## config.mk

```make
export PLATFORM = sky130hd
export DESIGN_NAME = pe_scheduler
export DESIGN_NICKNAME = d
export VERILOG_FILES = /design/src/rtl/pe_sched_pkg.sv /design/src/rtl/pe_operand_check.sv /design/src/rtl/pe_scheduler.sv
export SDC_FILE = /design/constraint.sdc
export NUM_CORES = 1
export LEC_CHECK = 0
export BUFFER_PORTS_ARGS = -buffer_cell sky130_fd_sc_hd__buf_4
export CAP_MARGIN = 15
export CORE_MARGIN = 2
export CORE_UTILIZATION = 52
export DETAILED_ROUTE_END_ITERATION = 6
export PLACE_DENSITY = 0.92
export SLEW_MARGIN = 20
export SYNTH_ARGS = -nofsm -noshare
export SYNTH_HDL_FRONTEND = slang
export SYNTH_SLANG_ARGS = --single-unit
```

## constraint.sdc

```tcl
create_clock -name clock -period 5.1 [get_ports clock]
set_input_delay 1.02 -clock clock [delete_from_list [all_inputs] [get_ports clock]]
set_output_delay 1.02 -clock clock [all_outputs]
set_load 0.05 [all_outputs]
```

## src/rtl/pe_sched_pkg.sv

```systemverilog
// Shared types and helpers for the round-robin PE scheduler.
// Field extractors take the instruction zero-extended to 32 bits so they work for any DATA_W.
package pe_sched_pkg;

  typedef enum logic [1:0] {IDLE, DECODE, EXEC, FAULT} sched_state_t;

  typedef enum logic [1:0] {ALU_ADD, ALU_SUB, ALU_AND, ALU_OR} alu_op_t;

  function automatic int sel_imm(input int sel_w);
    return (1 << sel_w) - 1;
  endfunction

  // Instruction layout, MSB first: {op0, op1, use_imm0, use_imm1, alu_op}
  function automatic logic [31:0] instr_op0(input logic [31:0] instr, input int data_w);
    return (instr >> (data_w + 4)) & ((32'd1 << data_w) - 32'd1);
  endfunction

  function automatic logic [31:0] instr_op1(input logic [31:0] instr, input int data_w);
    return (instr >> 4) & ((32'd1 << data_w) - 32'd1);
  endfunction

  function automatic logic instr_use_imm0(input logic [31:0] instr);
    return instr[3];
  endfunction

  function automatic logic instr_use_imm1(input logic [31:0] instr);
    return instr[2];
  endfunction

  function automatic alu_op_t instr_alu_op(input logic [31:0] instr);
    return alu_op_t'(instr[1:0]);
  endfunction

endpackage

```

## src/rtl/pe_operand_check.sv

```systemverilog
// Combinational check of one operand: picks the select code and flags a
// reference to a PE that does not exist or has not captured its result yet.
module pe_operand_check
  import pe_sched_pkg::*;
#(
  parameter int NUM_PE = 4,
  parameter int SEL_W  = $clog2(NUM_PE) + 1
) (
  input  logic [SEL_W-1:0]  field,
  input  logic              use_imm,
  input  logic [NUM_PE-1:0] scoreboard,
  output logic [SEL_W-1:0]  sel,
  output logic              fault
);

  localparam int PTR_W = $clog2(NUM_PE);
  localparam logic [SEL_W-1:0] SEL_IMM = SEL_W'(sel_imm(SEL_W));

  always_comb begin
    sel   = field;
    fault = 1'b0;
    if (use_imm) begin
      sel = SEL_IMM;
    end else if (field >= SEL_W'(NUM_PE)) begin
      fault = 1'b1;
    end else if (!scoreboard[field[PTR_W-1:0]]) begin
      fault = 1'b1;
    end
  end

endmodule

```

## src/rtl/pe_scheduler.sv

```systemverilog
// Round-robin PE instruction scheduler with a completion scoreboard and sticky fault.
// Define PE_SCHED_PERF_EN to build the saturating issued/fault performance counters.
module pe_scheduler
  import pe_sched_pkg::*;
#(
  parameter int NUM_PE  = 4,
  parameter int DATA_W  = 4,
  parameter int SEL_W   = $clog2(NUM_PE) + 1,
  parameter int PE_LAT  = 1,
  parameter int INSTR_W = 2 * DATA_W + 4,
  parameter int CTRL_W  = 2 * SEL_W + 2
) (
  input  logic                      clock,
  input  logic                      reset,
  input  logic [INSTR_W-1:0]        instr,
  input  logic                      instr_valid,
  output logic                      instr_ready,
  input  logic                      fault_clr,
  output logic [NUM_PE-1:0]         pe_en,
  output logic [NUM_PE-1:0]         pe_out_en,
  output logic [CTRL_W-1:0]         ctrl_word,
  output logic [DATA_W-1:0]         imm0,
  output logic [DATA_W-1:0]         imm1,
  output logic [$clog2(NUM_PE)-1:0] sel_pe,
  output logic                      busy,
  output logic                      wave_done,
  output logic                      clear,
  output logic                      instr_fault,
  output logic [15:0]               issued_cnt,
  output logic [15:0]               fault_cnt,
  output sched_state_t              state_dbg
);

  localparam int PTR_W = $clog2(NUM_PE);

  // Handshake: an instruction transfers on a clock edge where instr_valid and
  // instr_ready are both high; instr_ready is high only in IDLE.
  sched_state_t      state, state_nxt;
  logic [INSTR_W-1:0] ir;
  logic [PTR_W-1:0]  pe_ptr;
  logic [NUM_PE-1:0] scoreboard;
  logic [3:0]        lat_cnt;
  logic              fault_q;

  logic [DATA_W-1:0] op0, op1;
  logic [SEL_W-1:0]  sel_op0, sel_op1;
  logic              fault_op0, fault_op1, dec_fault;
  alu_op_t           alu_op;
  logic [NUM_PE-1:0] pe_onehot;
  logic              last_pe;

  assign op0       = DATA_W'(instr_op0(32'(ir), DATA_W));
  assign op1       = DATA_W'(instr_op1(32'(ir), DATA_W));
  assign alu_op    = instr_alu_op(32'(ir));
  assign dec_fault = fault_op0 | fault_op1;
  assign pe_onehot = NUM_PE'(1) << pe_ptr;
  assign last_pe   = (pe_ptr == PTR_W'(NUM_PE - 1));

  pe_operand_check #(.NUM_PE(NUM_PE), .SEL_W(SEL_W)) u_chk0 (
    .field(op0[SEL_W-1:0]), .use_imm(instr_use_imm0(32'(ir))),
    .scoreboard(scoreboard), .sel(sel_op0), .fault(fault_op0)
  );

  pe_operand_check #(.NUM_PE(NUM_PE), .SEL_W(SEL_W)) u_chk1 (
    .field(op1[SEL_W-1:0]), .use_imm(instr_use_imm1(32'(ir))),
    .scoreboard(scoreboard), .sel(sel_op1), .fault(fault_op1)
  );

  always_ff @(posedge clock or posedge reset) begin
    if (reset) state <= IDLE;
    else       state <= state_nxt;
  end

  always_comb begin
    state_nxt = state;
    pe_en     = '0;
    pe_out_en = '0;
    ctrl_word = '0;
    imm0      = '0;
    imm1      = '0;
    clear     = 1'b0;
    wave_done = 1'b0;
    case (state)
      IDLE: if (instr_valid) state_nxt = DECODE;
      DECODE: begin
        ctrl_word = {sel_op0, sel_op1, alu_op};
        imm0      = op0;
        imm1      = op1;
        if (dec_fault) begin
          clear     = 1'b1;
          state_nxt = FAULT;
        end else begin
          pe_en     = pe_onehot;
          state_nxt = EXEC;
        end
      end
      EXEC: begin
        ctrl_word = {sel_op0, sel_op1, alu_op};
        imm0      = op0;
        imm1      = op1;
        if (lat_cnt == 4'd0) begin
          pe_out_en = pe_onehot;
          wave_done = last_pe;
          state_nxt = IDLE;
        end
      end
      FAULT: if (fault_clr) state_nxt = IDLE;
      default: state_nxt = IDLE;
    endcase
  end

  always_ff @(posedge clock or posedge reset) begin
    if (reset) begin
      ir         <= '0;
      pe_ptr     <= '0;
      scoreboard <= '0;
      lat_cnt    <= '0;
      fault_q    <= 1'b0;
    end else begin
      case (state)
        IDLE: if (instr_valid) ir <= instr;
        DECODE: begin
          if (dec_fault) fault_q <= 1'b1;
          else           lat_cnt <= 4'(PE_LAT - 1);
        end
        EXEC: begin
          if (lat_cnt == 4'd0) begin
            // A completed wave clears every bit, including the one just captured.
            if (last_pe) scoreboard <= '0;
            else         scoreboard[pe_ptr] <= 1'b1;
            pe_ptr <= pe_ptr + 1'b1;
          end else begin
            lat_cnt <= lat_cnt - 4'd1;
          end
        end
        FAULT: begin
          if (fault_clr) begin
            scoreboard <= '0;
            pe_ptr     <= '0;
            fault_q    <= 1'b0;
          end
        end
        default: ;
      endcase
    end
  end

  assign instr_ready = (state == IDLE);
  assign busy        = (state != IDLE);
  assign sel_pe      = pe_ptr;
  assign instr_fault = fault_q;
  assign state_dbg   = state;

`ifdef PE_SCHED_PERF_EN
  logic [15:0] issued_q, faults_q;

  always_ff @(posedge clock or posedge reset) begin
    if (reset) begin
      issued_q <= '0;
      faults_q <= '0;
    end else if (state == DECODE) begin
      if (!dec_fault && issued_q != 16'hFFFF) issued_q <= issued_q + 16'd1;
      if (dec_fault && faults_q != 16'hFFFF)  faults_q <= faults_q + 16'd1;
    end
  end

  assign issued_cnt = issued_q;
  assign fault_cnt  = faults_q;
`else
  assign issued_cnt = '0;
  assign fault_cnt  = '0;
`endif

endmodule

```

==> run metrics <==
fin util=63.7%; fmax=0.299 GHz; clock buffer depth=2; final setup vio count=0; die width=64.3 µm; die height=64.3 µm; clk sinks=25; fin worst setup slack=1.75 ns; Synth Area in Compound Gates=15.8%; RSZ-0062 raised after global routing=no; Slew HR=35.4%; syn avg cell area=9.75 µm²; skew final=0.00420 ns; ANT nets after route=0; cell taking the most area after synthesis=dfrtp_1; Synth Cell Area=1890 µm²; All-Layer GR Usage=19.6%; Synth Instances=194; Period minus WS final=3.35 ns; XOR/XNOR Fraction of Synth Area=0%; GR Util met3=2.99%; first-pass GRT wire length=6.40 mm; worst setup path class=reg -> out; vias per cell=5.24; startpoint types=flop; pin count of the biggest net entering global routing=26; HP Start=ir[1]; Yosys cell types=41; Ports=81; worst skew pair latency=0.32 ns; crit path from=lat_cnt[0]; DRC=0; number of diodes=0; # fillers=285; Initial Util=55.3%; most frequent cells in the layout=buf_4, conb_1, dfrtp_1; DR vias=1492; Crit Path Max Fanout=7; worst slack at placement=2.18 ns; WL/cell=14.0 µm; GP Congestion=0.859; most crowded layer after global routing=met2; Final nets=266; post-detail-place hpwl=3.03 mm; multiplexer share of the synthesized area=10.1%; hold bufs inserted after CTS=0; largest family of logic cells by synthesized area=simple AND/OR/NAND/NOR gates; Synth top area share=33.1%; DRT Wirelength=3.99 mm; CORE AREA=3420 µm²; worst-path cell with the longest stage delay=nor3b_1; H-tree depth=1; area grow syn2layout=15.2%; max-slew violation count=0; synth top area cells=dfrtp_1, buf_4, mux2_2; vias in the first global route=1339; root buffer cell=clkbuf_4; commonest non-fill, non-tap cell in the layout=buf_4; Req. time, crit path=4.08 ns; CP peak stage delay=0.73 ns; CP arrival=2.33 ns; crit path capture type=output port; Synth Register Bits=25; post-cts resize count=0; Detailed Routing Iterations Pass 1=4; Critical Path, Cell by Cell=inv_1 > ha_1 > nor3b_1 > and3_1 > buf_4; 1st-iter DRT viols=63; Post-CTS Setup Bufs=0; Hold Slack=0.515 ns; CTS tree=built; Tightest Pin Transition=0.967 ns; Yosys Warn Count=0; Global Route met2 Usage=34.1%; FP Rows=21; CTS clock-pin slew for the worst setup and hold paths=0.14 ns; Reg2Reg Launch Point=lat_cnt[0]; post-synthesis sequential area ratio=33.1%; die footprint=4130 µm²; Num CTS Buffers=3; Buffers on Ports=48; Synth Area in Simple Gates=17.5%; share of cells above drive strength 1=32.2%; grt ovf=0; Worst Hold Class=reg -> reg; Tcrit/Tclk final=65.7%; met1 usage=25.6%; Fin. Hold Viols=0; Setup Total Neg Slack=0 ns; Adder-Cell Fraction of Synth Area=6.62%; status=finished clean; antenna violations before repair=0; number of max-cap violations=0
==> area by class of cell <==
type	count	area [µm²]	share of cell area, %
clock buffers	3	22.5	1.03
clock inverters	1	5.00	0.230
inverters	11	41.3	1.90
multi-input cells	151	1060	48.9
flip-flops and latches	25	626	28.7
well taps	46	57.6	2.64
repair buffers	48	360	16.6
==> metrics by stage <==
stage / instances / instance area, µm²
after global placement: 281 / 2150
final: 285 / 2180
after floorplan: 225 / 2010
after CTS: 285 / 2180
after global routing: 285 / 2180
after detailed placement: 281 / 2150
==> routing by layer <==
layer	vias to the layer above	routed length, µm
met4	0	33
met2	65	2090
li1	704	-
met3	4	219
met5	-	0
met1	719	1650
==> cells by family after synthesis <==
kind of cell	Yosys count
and+or+nand+nor	56
buffers and inverters	49
AOI/OAI and AO/OA	36
DFF	25
muxes	17
adders and majority gates	10
other	1
==> worst max-delay path, delay by kind of cell, from the launching register on <==
kind	cells	cell delay, ns
adders and majority gates	1	0.20
buffers and inverters	2	0.32
DFF	1	0.46
and+or+nand+nor	2	1.01
==> final timing paths <==
check	slack [ns]	depth (start not counted)	endpoint
max reg2reg	2.79	6	scoreboard[0]
max in group asynchronous	3.61	2	sel_pe[1]
min in group asynchronous	0.91	2	ir[7]
max	1.75	5	wave_done
min reg2reg	0.52	1	ir[1]
min	0.52	1	ir[1]
==> synth_stat cells, drive strengths merged <==
library cell	n
nand3	2
mux2	17
or3b	1
a311o	3
nor4	2
o311ai	1
nand2	7
inv	11
nand4bb	1
o22a	1
a221o	1
o221ai	1
dfrtp	25
nand2b	2
o21ai	7
nor3	3
a22oi	1
nor2	5
ha	10
a21oi	2
a31oi	2
nand3b	1
nor2b	8
o22ai	1
and2	15
o31ai	4
o211ai	1
a221oi	2
o21a	8
a311oi	1
clkbuf	3
and3	3
nor3b	2
conb	1
buf	35
or2	3
nor4b	1
==> registers in the layout (all words and copies together), names as in the netlist <==
name         cells
ir              12
lat_cnt          4
sel_pe           2
state_dbg        2
scoreboard       4
instr_fault      1
Power is not shown: default switching activity piles up to over one toggle a cycle in this logic, so the estimate is an artifact.
